### src/rtl/matrix_scan_ctrl_if.sv
// Framebuffer read port plus HUB75 panel pins, shared by the scan controller and its environment.
// master = controller side, slave = RAM/panel side.
interface matrix_scan_ctrl_if;
  logic [15:0] ram_addr;
  logic [7:0]  ram_data;
  logic        r1;
  logic        g1;
  logic        b1;
  logic        r2;
  logic        g2;
  logic        b2;
  logic        hub_clk;
  logic        hub_lat;
  logic        hub_oe_n;
  logic [3:0]  row_addr;

  modport master (
    output ram_addr,
    input  ram_data,
    output r1, g1, b1, r2, g2, b2,
    output hub_clk, hub_lat, hub_oe_n, row_addr
  );

  modport slave (
    input  ram_addr,
    output ram_data,
    input  r1, g1, b1, r2, g2, b2,
    input  hub_clk, hub_lat, hub_oe_n, row_addr
  );
endinterface

### src/rtl/matrix_scan_ctrl.sv
// HUB75 scan sequencer: prefetches pixel bytes from the framebuffer, shifts and latches each scan
// row, enables it for a fixed on-time, and swaps display banks only at frame boundaries.
module matrix_scan_ctrl #(
  parameter int unsigned COLS        = 64,
  parameter int unsigned SCAN_ROWS   = 16,
  parameter int unsigned ON_CYCLES   = 256,
  parameter int unsigned BANK_STRIDE = 4096
) (
  input  logic               clk,
  input  logic               rst,
  input  logic               enable,
  input  logic               swap_req,
  output logic               swap_ack,
  output logic               bank,
  output logic               frame_start,
  matrix_scan_ctrl_if.master hub
);

  localparam int unsigned ColW = (COLS > 1) ? $clog2(COLS) : 1;
  localparam logic [ColW-1:0] ColLast = ColW'(COLS - 1);
  localparam logic [3:0]      RowLast = 4'(SCAN_ROWS - 1);
  localparam logic [15:0]     OnLast  = 16'(ON_CYCLES - 1);

  typedef enum logic [2:0] {
    StIdle, StPrime0, StPrime1, StShiftL, StShiftH, StLatch, StDisplay
  } state_e;

  state_e          state_q, state_d;
  logic [ColW-1:0] col_q, col_d;
  logic [3:0]      row_q, row_d;
  logic [15:0]     cnt_q, cnt_d;
  logic            bank_q, bank_d;
  logic            pend_q, pend_d;
  logic            ack_q, ack_d;
  logic [15:0]     addr_q, addr_d;
  logic [5:0]      color_q, color_d;
  logic [3:0]      row_addr_q, row_addr_d;
  logic            unused_data;

  // Read-ahead past the last column just re-reads it.
  function automatic logic [15:0] addr_of(logic b, logic [3:0] r, int unsigned c);
    int unsigned a;
    a = (b ? BANK_STRIDE : 32'd0) + {28'd0, r} * COLS + ((c >= COLS - 1) ? COLS - 1 : c);
    return a[15:0];
  endfunction

  always_comb begin
    state_d    = state_q;
    col_d      = col_q;
    row_d      = row_q;
    cnt_d      = cnt_q;
    bank_d     = bank_q;
    pend_d     = pend_q | swap_req;
    ack_d      = 1'b0;
    addr_d     = addr_q;
    color_d    = color_q;
    row_addr_d = row_addr_q;
    unique case (state_q)
      StIdle: begin
        if (enable) begin
          state_d = StPrime0;
          row_d   = 4'd0;
          addr_d  = addr_of(bank_q, 4'd0, 32'd0);
        end
      end
      StPrime0: state_d = StPrime1;
      StPrime1: begin
        color_d = hub.ram_data[5:0];
        col_d   = '0;
        addr_d  = addr_of(bank_q, row_q, 32'd1);
        state_d = StShiftL;
      end
      StShiftL: state_d = StShiftH;
      StShiftH: begin
        color_d = hub.ram_data[5:0];
        if (col_q == ColLast) begin
          state_d = StLatch;
        end else begin
          col_d   = col_q + ColW'(1);
          addr_d  = addr_of(bank_q, row_q, 32'(col_q) + 32'd2);
          state_d = StShiftL;
        end
      end
      StLatch: begin
        row_addr_d = row_q;
        cnt_d      = '0;
        state_d    = StDisplay;
      end
      StDisplay: begin
        if (cnt_q != OnLast) begin
          cnt_d = cnt_q + 16'd1;
        end else if (row_q != RowLast && enable) begin
          row_d   = row_q + 4'd1;
          addr_d  = addr_of(bank_q, row_q + 4'd1, 32'd0);
          state_d = StPrime0;
        end else begin
          row_d = 4'd0;
          // Only a completed frame is a swap point; an early stop keeps the request pending.
          if (row_q == RowLast && pend_d) begin
            bank_d = ~bank_q;
            pend_d = 1'b0;
            ack_d  = 1'b1;
          end
          if (enable) begin
            state_d = StPrime0;
            addr_d  = addr_of(bank_d, 4'd0, 32'd0);
          end else begin
            state_d    = StIdle;
            addr_d     = '0;
            color_d    = '0;
            row_addr_d = '0;
          end
        end
      end
      default: state_d = StIdle;
    endcase
  end

  always_ff @(posedge clk) begin
    if (rst) begin
      state_q    <= StIdle;
      col_q      <= '0;
      row_q      <= '0;
      cnt_q      <= '0;
      bank_q     <= 1'b0;
      pend_q     <= 1'b0;
      ack_q      <= 1'b0;
      addr_q     <= '0;
      color_q    <= '0;
      row_addr_q <= '0;
    end else begin
      state_q    <= state_d;
      col_q      <= col_d;
      row_q      <= row_d;
      cnt_q      <= cnt_d;
      bank_q     <= bank_d;
      pend_q     <= pend_d;
      ack_q      <= ack_d;
      addr_q     <= addr_d;
      color_q    <= color_d;
      row_addr_q <= row_addr_d;
    end
  end

  assign unused_data  = ^hub.ram_data[7:6];
  assign hub.ram_addr = addr_q;
  assign hub.r1       = color_q[0];
  assign hub.g1       = color_q[1];
  assign hub.b1       = color_q[2];
  assign hub.r2       = color_q[3];
  assign hub.g2       = color_q[4];
  assign hub.b2       = color_q[5];
  assign hub.hub_clk  = (state_q == StShiftH);
  assign hub.hub_lat  = (state_q == StLatch);
  assign hub.hub_oe_n = (state_q != StDisplay);
  assign hub.row_addr = row_addr_q;
  assign frame_start  = (state_q == StPrime0) && (row_q == 4'd0);
  assign swap_ack     = ack_q;
  assign bank         = bank_q;

endmodule

### src/flat_wrapper.sv
// flat-port wrapper written by rule: the top's interface ports become plain ports
module matrix_scan_ctrl_flat 
#(
  parameter int unsigned COLS        = 64,
  parameter int unsigned SCAN_ROWS   = 16,
  parameter int unsigned ON_CYCLES   = 256,
  parameter int unsigned BANK_STRIDE = 4096
)
  (clk, rst, enable, swap_req, swap_ack, bank, frame_start, hub_ram_addr, hub_ram_data, hub_r1, hub_g1, hub_b1, hub_r2, hub_g2, hub_b2, hub_hub_clk, hub_hub_lat, hub_hub_oe_n, hub_row_addr);
  matrix_scan_ctrl_if hub_i ();
  input  logic clk;
  input  logic rst;
  input  logic enable;
  input  logic swap_req;
  output logic swap_ack;
  output logic bank;
  output logic frame_start;
  output wire logic [$bits(hub_i.ram_addr)-1:0] hub_ram_addr;
  input wire logic [$bits(hub_i.ram_data)-1:0] hub_ram_data;
  output wire logic [$bits(hub_i.r1)-1:0] hub_r1;
  output wire logic [$bits(hub_i.g1)-1:0] hub_g1;
  output wire logic [$bits(hub_i.b1)-1:0] hub_b1;
  output wire logic [$bits(hub_i.r2)-1:0] hub_r2;
  output wire logic [$bits(hub_i.g2)-1:0] hub_g2;
  output wire logic [$bits(hub_i.b2)-1:0] hub_b2;
  output wire logic [$bits(hub_i.hub_clk)-1:0] hub_hub_clk;
  output wire logic [$bits(hub_i.hub_lat)-1:0] hub_hub_lat;
  output wire logic [$bits(hub_i.hub_oe_n)-1:0] hub_hub_oe_n;
  output wire logic [$bits(hub_i.row_addr)-1:0] hub_row_addr;
  assign hub_ram_addr = hub_i.ram_addr;
  assign hub_i.ram_data = hub_ram_data;
  assign hub_r1 = hub_i.r1;
  assign hub_g1 = hub_i.g1;
  assign hub_b1 = hub_i.b1;
  assign hub_r2 = hub_i.r2;
  assign hub_g2 = hub_i.g2;
  assign hub_b2 = hub_i.b2;
  assign hub_hub_clk = hub_i.hub_clk;
  assign hub_hub_lat = hub_i.hub_lat;
  assign hub_hub_oe_n = hub_i.hub_oe_n;
  assign hub_row_addr = hub_i.row_addr;
  matrix_scan_ctrl #(.COLS(COLS), .SCAN_ROWS(SCAN_ROWS), .ON_CYCLES(ON_CYCLES), .BANK_STRIDE(BANK_STRIDE)) u_core (.clk(clk), .rst(rst), .enable(enable), .swap_req(swap_req), .swap_ack(swap_ack), .bank(bank), .frame_start(frame_start), .hub(hub_i));
endmodule
### config.mk
export PLATFORM = sky130hd
export DESIGN_NAME = matrix_scan_ctrl_flat
export DESIGN_NICKNAME = d
export VERILOG_FILES = /design/src/rtl/matrix_scan_ctrl_if.sv /design/src/rtl/matrix_scan_ctrl.sv /design/src/flat_wrapper.sv
export SDC_FILE = /design/constraint.sdc
export NUM_CORES = 1
export LEC_CHECK = 0
export ABC_AREA = 1
export ABC_CLOCK_PERIOD_IN_PS = 2650
export BUFFER_PORTS_ARGS = -buffer_cell sky130_fd_sc_hd__buf_2
export CAP_MARGIN = 30
export CORE_ASPECT_RATIO = 0.8
export CORE_MARGIN = 1.5
export CORE_UTILIZATION = 61
export CTS_BUF_LIST = sky130_fd_sc_hd__clkbuf_16
export CTS_CLUSTER_DIAMETER = 40
export DETAILED_ROUTE_END_ITERATION = 8
export PLACE_DENSITY = 0.85
export SYNTH_ARGS = -nofsm -noshare
export SYNTH_HDL_FRONTEND = slang
export SYNTH_SLANG_ARGS = --single-unit
### constraint.sdc
create_clock -name clk -period 2.65 [get_ports clk]
set_input_delay 0.53 -clock clk [delete_from_list [all_inputs] [get_ports clk]]
set_output_delay 0.53 -clock clk [all_outputs]
set_load 0.02 [all_outputs]
Word-level counts from Yosys, hierarchy flattened
Cells that the tools add are included.
{"block": "totals", "reg_bits": 58, "inputBits": 12, "out_inout_bits": 32, "word_cells": 101}
{"block": "classes", "n_addsub": 8, "magnitude_cmp": 1, "eq_ne": 17, "mux": 40, "bitwise": 5, "n_reduce_logical": 20}
{"operator": "2-to-1 mux 16 bit", "n": 7}
{"operator": "one-hot mux 16 bit (4 select lines)", "n": 1}
{"operator": "adder 16 x 1 -> 16 bit (second input constant)", "n": 2}
{"operator": "adder 16 x 10 -> 16 bit", "n": 2}
{"operator": "greater-or-equal comparator 32 x 6 -> 1 bit (second input constant)", "n": 1}
{"operator": "one-hot mux 16 bit (2 select lines)", "n": 1}
{"operator": "2-to-1 mux 13 bit", "n": 2}
{"operator": "2-to-1 mux 4 bit", "n": 6}
{"operator": "2-to-1 mux 6 bit", "n": 4}
{"operator": "one-hot mux 6 bit (2 select lines)", "n": 2}
{"operator": "one-hot mux 3 bit (7 select lines)", "n": 1}
{"operator": "adder 16 bit", "n": 1}
{"operator": "inequality test 16 x 8 -> 1 bit (second input constant)", "n": 1}
{"operator": "one-hot mux 4 bit (2 select lines)", "n": 2}
{"operator": "2-to-1 mux 3 bit", "n": 4}
{"operator": "AND reduction 4 bit", "n": 3}
{"operator": "2-to-1 mux 1 bit", "n": 10}
{"operator": "inequality test 2 bit (second input constant)", "n": 5}
{"operator": "equality test 3 bit (second input constant)", "n": 3}
{"operator": "nonzero test 2 bit", "n": 4}
{"operator": "adder 6 x 2 -> 7 bit (second input constant)", "n": 1}
{"operator": "adder 6 x 1 -> 6 bit (second input constant)", "n": 1}
{"operator": "equality test 3 x 2 -> 1 bit (second input constant)", "n": 2}
{"operator": "equality test 6 bit (second input constant)", "n": 1}
{"operator": "other kinds (16)", "n": 24}

Longest topological paths before layout
{"block": "depth", "depth_word": 11, "mapped_depth": 11, "ltp_nobuf": 11}

Worst setup path before layout
Ideal clock, no wire load.
{"block": "synth_timing", "path_type": "reg-to-output", "start": "reg u_core.state_q[0]", "end": "out frame_start", "arrival_ns": 1.220, "t_required_ns": 2.120, "slack_ns": 0.900, "stages_incl_launch_ff": 5, "n_path_buf": 0, "cell_sequence": "dfxtp_1 > inv_2 > nor2_1 > inv_1 > nor3_1"}
{"block": "synth_via", "elab_chain_cells": 2}
{"element": "start: declaration", "line_no": "matrix_scan_ctrl.sv:28", "text": "state_e state_q, state_d;"}
{"element": "start signal: assignment", "line_no": "matrix_scan_ctrl.sv:121", "text": "state_q <= StIdle;"}
{"element": "start signal: assignment", "line_no": "matrix_scan_ctrl.sv:132", "text": "state_q <= state_d;"}
{"element": "equality test 3 x 1 -> 1 bit", "line_no": "matrix_scan_ctrl.sv:157", "text": "assign frame_start = (state_q == StPrime0) && (row_q == 4'd0);"}
{"element": "logical AND 1 bit", "line_no": "matrix_scan_ctrl.sv:157"}
{"element": "end: declaration", "line_no": "flat_wrapper.sv:17", "text": "output logic frame_start;"}
No other way between the ends.

Worst setup path in the final report
{"block": "layout_timing", "start": "reg u_core.state_q[2]", "end": "out hub_hub_oe_n"}
{"block": "layout_via", "elab_chain_cells": 1}
{"element": "inequality test 3 bit", "line_no": "matrix_scan_ctrl.sv:155", "text": "assign hub.hub_oe_n = (state_q != StDisplay);"}
{"element": "end: declaration", "line_no": "flat_wrapper.sv:28", "text": "output wire logic [$bits(hub_i.hub_oe_n)-1:0] hub_hub_oe_n;"}
No other way between the ends.

==> results_dict.tcl <==
set metrics [dict create \
    outcome "finished, final reports clean" \
    reg2reg_from "u_core.state_q[2]$_SDFFE_PP0P_" \
    min_to "u_core.color_q[5]$_SDFFE_PP0P_" \
    die_h_um 64.86 \
    worstPathMaxFanout 15 \
    ys_types 36 \
    cts_buffer_depth 2 \
    post_cts_buffers 0 \
    drive_above_1_share_pct 15.38 \
    skew_ns 0.01039 \
    r2r-end "u_core.hub.row_addr[3]$_SDFFE_PP0P_" \
    hp-start "u_core.color_q[5]$_SDFFE_PP0P_" \
    routed-wl-met3_um 689 \
    h-tree-depth 2 \
    finalCritPeriodShare_pct 88.12 \
    grt_max_degree 36 \
    place_congestion 0.9313 \
    synth_edf_count 0 \
    hold_class "register to register" \
    start_util_pct 63.47 \
    irDropWorstVdd_mv 0.4707 \
    syn2layout_area_growth_pct 11.79 \
    grt_first_pass_wirelength_um 11680 \
    clk-insertion-delay-late_ns 0.29 \
    r2r_slack_ns 0.64 \
    ys.flop_type "dfxtp_1" \
    endpoint_kind "primary output" \
    fin_nets 474 \
    reg2reg_depth 7 \
    via_per_inst 5.678 \
    worstMarginPinSlew_ns 0.5332 \
    antenna_found_initial 0 \
    core_area_um2 4597 \
    ios 44 \
    wl_met1_um 3095 \
    finalPower_mw 1.818 \
    cp_data_arrival_time_ns 1.81 \
    ys_warn_count 0 \
    p_leak_nw 1.397 \
    cts.clk_slew.worst_paths_ns 0.07 \
    critical_path.startpoint_type "register" \
    syn_area_um2 2918 \
    power_density_nw_per_um2 557.3 \
    ys_async_sr_fraction_pct 0 \
    cts.hold.buffers_added 0 \
    cts_made_buffers 5 \
    ant_nets 0 \
    whs_path_depth 2 \
    top_layer "met4" \
    drtIter0Drc 329 \
    hold_viol 0 \
    die_x_um 80.33 \
    drc_errors 0 \
    rsz0062_at_grt "false" \
    post-route-worst-setup-slack_ns 0.3149 \
    slew_violations 0 \
    final-setup-viol-count 0 \
    ctsRootBufferMaster "clkbuf_16" \
    fmax_ghz 0.4283 \
    dpl.hpwl_um 4811 \
    synth.avg_cell_area_um2 6.931 \
    clock_sinks 54 \
    dr_wl_met2_um 2972 \
    portBuffers 37 \
    grt-ovfl-total 0 \
    groute.usage.overall_pct 28.45 \
    post-route-util_pct 70.96 \
    diodes 0 \
    drtPass1Iterations 5 \
    tns_ns 0 \
    die-area_um2 5210 \
    routed_wl_um 6846 \
    pre_cts_ws_ns 0.6809 \
    grt_pass1_vias 2635 \
    min_period_ns 2.335 \
    wl_per_cell_um 13.29 \
    max_slew_margin_pct 64.18 \
    worst_hold_slack_ns 0.4584 \
    cap_violations 0 \
    dr_total_vias 2924 \
    critPathKind "register to primary output" \
    cts_tree "done" \
    ys_seq_elements 54 \
    yosysSeqAreaShare_pct 37.05 \
    rows 22 \
    syn_inst 421 \
    worstPathRequired_ns 2.12 \
    cts_resized 0 \
]
## sequential cells by signal, summed over array words and instances, names as in the netlist
register             count
u_core.state_q           3
u_core.hub.row_addr      4
u_core.row_q             4
u_core.cnt_q            16
u_core.color_q           6
u_core.hub.ram_addr     12
u_core.swap_ack          1
u_core.bank              1
u_core.col_q             6
u_core.pend_q            1
## cells by family (layout without fill, tap and decap cells)
logic type                 Yosys count  after routing  share of synthesized area (%)
other                                1              5                         0.1285
xor gates and xnor gates             3              3                         0.9007
and+or+nand+nor                    216            216                          34.86
AOI/OAI and AO/OA                   80             80                          14.49
adders and majority gates            8              8                          3.431
DFF                                 54             54                          37.05
buffers and inverters               59             89                          9.134
## report_power, final
part | total (mW) | internal [mW] | switching (mW)
logic | 0.221 | 0.0673 | 0.154
clock network | 0.727 | 0.442 | 0.284
registers | 0.870 | 0.837 | 0.0328
total | 1.82 | 1.35 | 0.471
## routing by layer
metal  track usage, %  vias to the layer above
met5                0                        -
met2            44.01                      135
met4            6.897                        0
met3            9.296                       11
met1            38.33                     1323
li1                 -                     1455
## worst max-delay path, stage by stage (launching register included)
cell and delay (ns):
dfxtp_1 0.58, nand2_4 0.13, nor2_8 0.25, inv_1 0.29, buf_2 0.25
## synthesized netlist by cell type (3+ instances only)
cell type	count	area (um^2)
a21oi_1	44	220.2
buf_2	3	15.01
buf_4	5	37.54
buf_6	3	33.78
clkbuf_1	5	18.77
dfxtp_1	54	1081
ha_1	8	100.1
inv_1	39	146.4
inv_2	4	15.01
nand2_1	90	337.8
nand2_2	5	31.28
nand2_4	3	33.78
nand3_1	40	200.2
nand4_1	8	50.05
nor2_1	40	150.1
nor3_1	14	70.07
o21ai_0	28	140.1
## area by class of cell
type / count / area [um^2]
flip-flops and latches: 54 / 1081
repair buffers: 38 / 192.7
clock inverters: 3 / 41.29
multi-input cells: 312 / 1585
fillers: 398 / 1335
clock buffers: 5 / 125.1
inverters: 43 / 161.4
well taps: 60 / 75.07
## how the worst max path moves through the flow
stage                                              start           end  slack [ns]
after global placement    u_core.state_q[2]$_SDFFE_PP0P_  hub_hub_oe_n        0.70
after global routing      u_core.state_q[2]$_SDFFE_PP0P_  hub_hub_oe_n        0.21
after detailed placement  u_core.state_q[2]$_SDFFE_PP0P_  hub_hub_oe_n        0.68
after CTS                 u_core.state_q[2]$_SDFFE_PP0P_  hub_hub_oe_n        0.36
final                     u_core.state_q[2]$_SDFFE_PP0P_  hub_hub_oe_n        0.31
after floorplan           u_core.state_q[0]$_SDFFE_PP0P_   frame_start        0.90
## metrics by stage
step | cell area (um^2) | std cells
2_1_floorplan | 2933 | 425
5_1_grt | 3262 | 515
3_3_place_gp | 3095 | 507
6_report | 3262 | 515
3_5_place_dp | 3095 | 507
4_1_cts | 3262 | 515
## placed cells by master, fill, tap and decap left out, types with 4 or more instances in the layout
cell type / count
nand2_1: 90
dfxtp_1: 54
a21oi_1: 44
nor2_1: 40
inv_1: 40
nand3_1: 40
buf_2: 37
o21ai_0: 28
nor3_1: 14
nand4_1: 8
ha_1: 8
nand2_2: 5
conb_1: 5
clkbuf_16: 5
inv_2: 4
(Power assumes the default switching activity.)
